**config.mk**
```make
export PLATFORM = sky130hd
export DESIGN_NAME = filter_sample_sequencer_flat
export DESIGN_NICKNAME = d
export VERILOG_FILES = /design/src/rtl/filter_sample_sequencer_if.sv /design/src/rtl/filter_sample_sequencer.sv /design/src/flat_wrapper.sv
export SDC_FILE = /design/constraint.sdc
export NUM_CORES = 1
export LEC_CHECK = 0
export CAP_MARGIN = 20
export CELL_PAD_IN_SITES_DETAIL_PLACEMENT = 1
export CELL_PAD_IN_SITES_GLOBAL_PLACEMENT = 1
export CORE_MARGIN = 4
export CORE_UTILIZATION = 30
export CTS_BUF_LIST = sky130_fd_sc_hd__clkbuf_8 sky130_fd_sc_hd__clkbuf_16
export DETAILED_ROUTE_END_ITERATION = 8
export PLACE_DENSITY_LB_ADDON = 0.1
export SETUP_SLACK_MARGIN = 0.5
export SLEW_MARGIN = 25
export SYNTH_ARGS = -nofsm -noshare
export SYNTH_HDL_FRONTEND = slang
export SYNTH_SLANG_ARGS = --single-unit
```
**constraint.sdc**
```tcl
create_clock -name clk -period 6.85 [get_ports clk]
set_clock_uncertainty 0.05 [all_clocks]
set_input_delay 0.685 -clock clk [delete_from_list [all_inputs] [get_ports clk]]
set_output_delay 0.685 -clock clk [all_outputs]
set_load 0.05 [all_outputs]
```
**src/rtl/filter_sample_sequencer_if.sv**
```systemverilog
// Result stream from the sample sequencer: captured filter output with
// a valid/ready handshake.
interface filter_sample_sequencer_if #(
  parameter int DATA_W = 16
);
  logic [DATA_W-1:0] out_data;
  logic              out_valid;
  logic              out_ready;

  modport master (output out_data, output out_valid, input out_ready);
  modport slave  (input out_data, input out_valid, output out_ready);
endinterface

```
**src/rtl/filter_sample_sequencer.sv**
```systemverilog
// Rate-paced sample player for the filter datapath: reads a sample memory,
// strobes each sample into the filter and captures the delayed result.
module filter_sample_sequencer #(
  parameter int DATA_W   = 16,
  parameter int DEPTH    = 100,
  parameter int ADDR_W   = 7,
  parameter int DIV_W    = 16,
  parameter int FILT_LAT = 1
) (
  input  logic                       clk,
  input  logic                       reset,
  input  logic                       start,
  input  logic                       stop,
  input  logic                       single_shot,
  input  logic [DIV_W-1:0]           rate_div,
  output logic [ADDR_W-1:0]          mem_addr,
  input  logic [DATA_W-1:0]          mem_data,
  output logic [DATA_W-1:0]          filt_in,
  output logic                       filt_en,
  input  logic [DATA_W-1:0]          filt_out,
  filter_sample_sequencer_if.master  result,
  output logic                       busy,
  output logic                       overrun
);

  typedef enum logic [1:0] {IDLE, READ, LOAD, HOLD} state_t;

  localparam logic [ADDR_W-1:0] LAST_ADDR = ADDR_W'(DEPTH - 1);

  state_t              state;
  logic [DIV_W-1:0]    divider;
  logic                stop_pending;
  logic                oneshot;
  logic [FILT_LAT-1:0] lat_pipe;
  logic                tap;

  assign tap = lat_pipe[FILT_LAT-1];

  always_ff @(posedge clk or negedge reset) begin
    if (!reset) begin
      state            <= IDLE;
      mem_addr         <= '0;
      filt_in          <= '0;
      filt_en          <= 1'b0;
      result.out_data  <= '0;
      result.out_valid <= 1'b0;
      busy             <= 1'b0;
      overrun          <= 1'b0;
      divider          <= '0;
      stop_pending     <= 1'b0;
      oneshot          <= 1'b0;
      lat_pipe         <= '0;
    end else begin
      filt_en <= 1'b0;

      case (state)
        IDLE: begin
          if (start) begin
            mem_addr     <= '0;
            divider      <= '0;
            oneshot      <= single_shot;
            overrun      <= 1'b0;
            stop_pending <= 1'b0;
            busy         <= 1'b1;
            state        <= READ;
          end
        end
        READ: begin
          divider <= divider + 1'b1;
          state   <= LOAD;
        end
        LOAD: begin
          filt_in <= mem_data;
          filt_en <= 1'b1;
          divider <= divider + 1'b1;
          state   <= HOLD;
        end
        HOLD: begin
          // divider is already >= 2 here, so this also enforces the minimum period
          if (divider >= rate_div) begin
            if (stop_pending || (oneshot && mem_addr == LAST_ADDR)) begin
              busy  <= 1'b0;
              state <= IDLE;
            end else begin
              mem_addr <= (mem_addr == LAST_ADDR) ? '0 : mem_addr + 1'b1;
              divider  <= '0;
              state    <= READ;
            end
          end else begin
            divider <= divider + 1'b1;
          end
        end
        default: state <= IDLE;
      endcase

      if (stop && state != IDLE) stop_pending <= 1'b1;

      lat_pipe[0] <= filt_en;
      for (int unsigned i = 1; i < FILT_LAT; i++) lat_pipe[i] <= lat_pipe[i-1];

      // Capture after the start-time overrun clear so a capture in that cycle still flags
      if (tap) begin
        result.out_data  <= filt_out;
        result.out_valid <= 1'b1;
        if (result.out_valid && !result.out_ready) overrun <= 1'b1;
      end else if (result.out_valid && result.out_ready) begin
        result.out_valid <= 1'b0;
      end
    end
  end

endmodule
```
**src/flat_wrapper.sv**
```systemverilog
// flat-port wrapper written by rule: the top's interface ports become plain ports
module filter_sample_sequencer_flat 
#(
  parameter int DATA_W   = 16,
  parameter int DEPTH    = 100,
  parameter int ADDR_W   = 7,
  parameter int DIV_W    = 16,
  parameter int FILT_LAT = 1
)
  (clk, reset, start, stop, single_shot, rate_div, mem_addr, mem_data, filt_in, filt_en, filt_out, busy, overrun, result_out_data, result_out_valid, result_out_ready);
  filter_sample_sequencer_if #(.DATA_W(DATA_W)) result_i ();
  input  logic clk;
  input  logic reset;
  input  logic start;
  input  logic stop;
  input  logic single_shot;
  input  logic [DIV_W-1:0] rate_div;
  output logic [ADDR_W-1:0] mem_addr;
  input  logic [DATA_W-1:0] mem_data;
  output logic [DATA_W-1:0] filt_in;
  output logic filt_en;
  input  logic [DATA_W-1:0] filt_out;
  output logic busy;
  output logic overrun;
  output wire logic [$bits(result_i.out_data)-1:0] result_out_data;
  output wire logic [$bits(result_i.out_valid)-1:0] result_out_valid;
  input wire logic [$bits(result_i.out_ready)-1:0] result_out_ready;
  assign result_out_data = result_i.out_data;
  assign result_out_valid = result_i.out_valid;
  assign result_i.out_ready = result_out_ready;
  filter_sample_sequencer #(.DATA_W(DATA_W), .DEPTH(DEPTH), .ADDR_W(ADDR_W), .DIV_W(DIV_W), .FILT_LAT(FILT_LAT)) u_core (.clk(clk), .reset(reset), .start(start), .stop(stop), .single_shot(single_shot), .rate_div(rate_div), .mem_addr(mem_addr), .mem_data(mem_data), .filt_in(filt_in), .filt_en(filt_en), .filt_out(filt_out), .result(result_i), .busy(busy), .overrun(overrun));
endmodule
```
# ---- After elaboration in Yosys (flattened, before gate mapping)
# Index checks and enable logic that the tools add are counted.
dict set report op_classes {
  n_addsub 2
  n_lt_le_gt_ge 1
  n_eq_ne 9
  mux 27
  n_reduce_logical 19
}
# cell n
set op_table {}
lappend op_table {{16-bit 2-to-1 mux} 3}
lappend op_table {{16-bit case mux with 3 select lines} 1}
lappend op_table {{7-bit 2-to-1 mux} 4}
lappend op_table {{16-bit by 1-bit adder with 16-bit output (second input constant)} 1}
lappend op_table {{16-bit >= comparator} 1}
lappend op_table {{1-bit 2-to-1 mux} 14}
lappend op_table {{7-bit case mux with 2 select lines} 1}
lappend op_table {{2-bit nonzero test} 5}
lappend op_table {{2-bit case mux with 4 select lines} 1}
lappend op_table {{2-bit AND reduction} 4}
lappend op_table {{4-bit AND reduction} 2}
lappend op_table {{7-bit by 1-bit adder with 7-bit output (second input constant)} 1}
lappend op_table {{7-bit == test (second input constant)} 1}
lappend op_table {{2-bit == test (second input constant)} 2}
lappend op_table {{1-bit logical AND} 4}
lappend op_table {{2-bit 2-to-1 mux} 2}
lappend op_table {{2-bit by 1-bit inequality test with 1-bit output (second input constant)} 2}
lappend op_table {{2-bit inequality test (second input constant)} 2}
lappend op_table {{3-bit inequality test (second input constant)} 1}
lappend op_table {{2-bit by 1-bit == test with 1-bit output (second input constant)} 1}
lappend op_table {{2-bit zero test} 1}
lappend op_table {{1-bit case mux with 2 select lines} 1}
lappend op_table {{2-bit OR reduction} 1}
lappend op_table {{1-bit zero test} 1}
lappend op_table {{1-bit logical OR} 1}
dict set report totals {
  register_bits 64
  inputBits 54
  output_inout_bits 43
  elab_cells 70
}

# ---- Logic depth before layout (Yosys ltp)
dict set report logic_depth {
  ltp_word 6
  ltp_mapped 9
  depth_no_buf 8
}

# ---- Worst setup path after synthesis
# No wires, ideal clock.
dict set report synth_timing {
  path_type {input -> register}
  start {input port rate_div[15]}
  end {register u_core.mem_addr[5]}
  setup_time_ns 0.146
  arrival_time_ns 2.505
  required_time_ns 6.654
  slack_ns 4.150
  path_stages 9
  path_buffers 1
  cell_sequence {inv_1 ha_1 nand4_1 or3_4 o211a_1 and3_1 buf_6 o41ai_1 o31ai_1}
}
dict set report synth_between {
  elab_chain_cells 3
}
# element line_no
set synth_lines {}
lappend synth_lines {{start: declaration} flat_wrapper.sv:17} ;# input logic [DIV_W-1:0] rate_div;
lappend synth_lines {{16-bit >= comparator} filter_sample_sequencer.sv:80} ;# if (divider >= rate_div) begin
lappend synth_lines {{2-bit by 1-bit inequality test with 1-bit output (no source line)} --}
lappend synth_lines {{4-bit AND reduction (no source line)} --}
lappend synth_lines {{end signal: assignment} filter_sample_sequencer.sv:85} ;# mem_addr <= (mem_addr == LAST_ADDR) ? '0 : mem_addr + 1'b1;
lappend synth_lines {{end: declaration} filter_sample_sequencer.sv:16} ;# output logic [ADDR_W-1:0] mem_addr,
# Every way passes these cells.
# A chain may end at the register's enable or synchronous reset.

# ---- Worst setup path in the final report
dict set report layout_timing {
  start {input port rate_div[13]}
  end {register u_core.divider[2]}
}
dict set report layout_between {
  elab_chain_cells 3
  elab_cells_between_ends 5
  classes_between {order compare: 1; eq/ne: 1; mux: 2; reduce/logical: 1}
}
# element line_no
set layout_lines {}
lappend layout_lines {{16-bit >= comparator (*)} filter_sample_sequencer.sv:80}
lappend layout_lines {{16-bit 2-to-1 mux or 3-bit inequality test (tied branches)} --}
lappend layout_lines {{16-bit case mux with 3 select lines or 2-bit AND reduction (tied branches)} --}
lappend layout_lines {{end signal: assignment} filter_sample_sequencer.sv:69} ;# divider <= divider + 1'b1;
lappend layout_lines {{end signal: assignment} filter_sample_sequencer.sv:75} ;# divider <= divider + 1'b1;
lappend layout_lines {{end signal: assignment} filter_sample_sequencer.sv:90} ;# divider <= divider + 1'b1;
lappend layout_lines {{end: declaration} filter_sample_sequencer.sv:31} ;# logic [DIV_W-1:0] divider;
# Every way passes the cells marked *; elsewhere a longest branch is shown, timed or not.

==> flow_summary_export.csv <==
group,metric,value,unit
sta,grt_setup_unrepaired,"no",
yosys,synth.distinct_cells,46,
placement,place_congestion,0.8058,
critical_path,r2r_slack,4.02,ns
global_route,grt_use_total,15.28,%
cts,postCtsSetupBuffers,0,
finish,n_antenna_cell,0,
finish,drive_gt1_share,13.80,%
cts,ctsHoldBuffers,0,
finish,fin_nets,483,
critical_path,critPathLaunchType,"input port",
routing,drt_iter0_drc,154,
placement,numPortBuffers,96,
critical_path,crit_path_max_fanout,23,
pwr,leakage,2.077,nW
sta,worstMarginPinSlew,0.8985,ns
yosys,synthArstFlopShare,100.0,%
status,outcome,"completed",
die,die_h,114.1,um
yosys,ys_warn_count,0,
critical_path,arrival,3.38,ns
routing,drt-total-wl,9356,um
pwr,power.density,477.0,mW/mm2
critical_path,cp_num_buf_inv,2,
sta,report.final.slew_viol_count,0,
global_route,grt_pass1_wl,15810,um
cts,cts_buffers,9,
pwr,seqPwrFrac,27.3,%
placement,place_hpwl,6950,um
critical_path,path_class,"in -> reg",
yosys,synthFlopType,"dfrtp_1",
placement,pre_cts_slack,3.263,ns
cts,clkTransAtPathRegs,0.06,ns
critical_path,crit_slowest_cell,"o31ai_4",
yosys,synth_top_family_by_area,"compound AO/OA/AOI/OAI gates",
routing,wire_per_inst,16.92,um
routing,antenna_left,0,
worst_hold_path,hold_end,"u_core.lat_pipe",
pwr,swShare,45.83,%
cts,clockBufferDepth,2,
routing,firstDrtPassIters,4,
yosys,synth_edf_count,0,
global_route,antenna_found_initial,0,
critical_path,crit_chain,"clkdlybuf4s50_1 -> inv_1 -> ha_1 -> a21oi_1 -> a2bb2oi_1 -> o211ai_1 -> o31ai_4 -> o31ai_1 -> a22o_1",
critical_path,r2r-end,"u_core.divider[2]",
critical_path,slowest_delay,0.75,ns
yosys,synth_nets,386,
yosys,synth-xor-area-share,0,%
critical_path,critPathTopFamily,"compound AO/OA/AOI/OAI gates",
sta,fin_setup_tns,0,ns
sta,period_share,46.90,%
yosys,yosysSeqAreaShare,47.44,%
yosys,muxShareOfSynthArea,12.23,%
cts,cts_sinks,64,
cts,htree_levels,3,
finish,syn2layout_area_growth,40.81,%
global_route,grt_max_degree,65,
yosys,synthAdderAreaFrac,7.784,%
yosys,ys_ff_latch,64,
cts,tritoncts,"yes",
job,drv_cap,0,
cts,worst_skew_pair.late_latency,0.33,ns
die,core_area,0.01094,mm2
yosys,synth-simple-area-share,11.45,%
yosys,synth_compound_area_share,16.60,%
pwr,peakVddDrop,0.2655,mV
critical_path,required,7.02,ns
sta,min_period,3.213,ns
worst_hold_path,whs_path_depth,0,
die,dieWidth,114.1,um
die,die-area,0.01301,mm2
worst_hold_path,hp-class,"reg -> reg",
sta,final-hold-violation-count,0,
routing,drc,0,
cts,root_buffer,"clkbuf_16",
critical_path,ff2ff_path_depth,7,
critical_path,endpoint_kind,"flop",
pwr,clkPwrFrac,19.0,%
global_route,overflow,0,
routing,viasPerCell,5.090,
sta,fmax,0.3113,GHz
die,start_util,30.87,%
worst_hold_path,hp-start,"u_core.filt_en",
sta,setup_viol,0,
pwr,p_switching,1.039,mW
pwr,pwr-share-comb,53.7,%
routing,vias,2815,
yosys,postSynthAreaPerCell,10.85,um2
global_route,grt_pass1_vias,3056,
pwr,power.internal,1.228,mW
finish,fillers,1198,
sta,setup_ws,3.637,ns
finish,regArea,0.001602,mm2
yosys,synthCells,311,
critical_path,timing.rr.start,"u_core.divider[13]",
die,row_count,38,
yosys,synth_area,0.003376,mm2
die,ios,97,
finish,multiInputGateArea,0.001632,mm2
sta,slew_headroom,40.10,%
cts,cts.repair.resized,0,
power groups by stage:
stage | clock network (mW) | logic (mW) | registers, mW
floorplan | 0 | 0.470 | 0.989
global placement | 0 | 1.21 | 0.623
detailed placement | 0 | 1.23 | 0.630
CTS | 0.447 | 1.23 | 0.623
global route | 0.466 | 1.30 | 0.643
finish | 0.431 | 1.22 | 0.620
state kept, by name (all words and copies together), names as in the netlist:
signal,flops
u_core.result.out_data,16
u_core.filt_in,16
u_core.stop_pending,1
u_core.state,2
u_core.filt_en,1
u_core.mem_addr,7
u_core.busy,1
u_core.divider,16
u_core.lat_pipe,1
u_core.overrun,1
u_core.result.out_valid,1
u_core.oneshot,1
worst max-delay path by stage:
stage,from,end,slack (ns),cells after the start
finish,rate_div[13],u_core.divider[2],3.64,9
floorplan,rate_div[15],u_core.mem_addr[5],4.15,9
CTS,rate_div[13],u_core.divider[2],3.63,9
global route,rate_div[13],u_core.divider[4],3.37,9
detailed placement,rate_div[13],u_core.divider[5],3.26,9
global placement,rate_div[11],u_core.divider[2],3.35,9
logic make-up (layout without fill, tap and decap cells):
kind of cell	after synthesis	count (layout)
AND/OR/NAND/NOR	73	73
multiplexers	37	37
adder cells (fa/ha/maj)	21	21
buffers and inverters	38	140
AO/OA/AOI/OAI	78	78
flip-flops	64	64
metal layers:
metal	part of all wire (%)	track usage [%]
met4	1.7	6.097
met1	49	20.56
met2	45	23.97
met5	0	0
met3	5.0	3.330
Yosys cell counts, types with 4 or more instances:
cell       n  area (um2)
o31ai_1    9       67.56
inv_1     27       101.4
mux2_2    34       382.9
nor3_1     6       30.03
ha_1      21       262.8
dfrtp_1   64        1602
nor2b_1    5       31.28
nand3_1   13       65.06
a21o_1     4       30.03
nor2_1     7       26.28
o21ai_0   12       60.06
a211oi_1   4       30.03
a31oi_1    6       37.54
clkbuf_1   8       30.03
nand2_1   17       63.81
and3_1    13       81.33
or3_1      5       31.28
a41oi_1    7       61.31
a21oi_1    9       45.04
metrics by stage:
stage	util, %	area, um2	cells	hold WS, ns	total power [mW]
final	43.47	4753	553	0.3277	2.267
after global routing	43.47	4753	553	0.3547	2.412
after CTS	43.47	4753	553	0.3270	2.301
after detailed placement	40.90	4473	537	0.3137	1.858
after global placement	40.90	4473	537	0.3078	1.832
after floorplan	-	3376	311	0.3394	1.459
cells in the final DEF (no fill, tap or decap), drive strengths merged, types with 3 or more instances in the layout:
cell           synthesis  final
a31oi                  7      7
clkinv                 0      3
o21ai                 14     14
nor2b                  5      5
a21oi                  9      9
nand2                 17     17
a211oi                 4      4
a21o                   4      4
a22o                   3      3
clkbuf                 8      9
ha                    21     21
o22ai                  3      3
mux2i                  3      3
nand3                 13     13
nor3                   7      7
and3                  13     13
inv                   27     29
o31ai                 10     10
a41oi                  7      7
nor2                   7      7
o22a                   3      3
clkdlybuf4s50          0     95
or3                    6      6
dfrtp                 64     64
mux2                  34     34
layout make-up:
type	instances	area share (%)
repair buffers	97	20.27
clock buffers	9	4.738
multi-input cells	209	34.32
flip-flops and latches	64	33.69
clock inverters	7	1.158
well taps	140	3.685
inverters	27	2.132
Power figures use the tool's default switching activity.
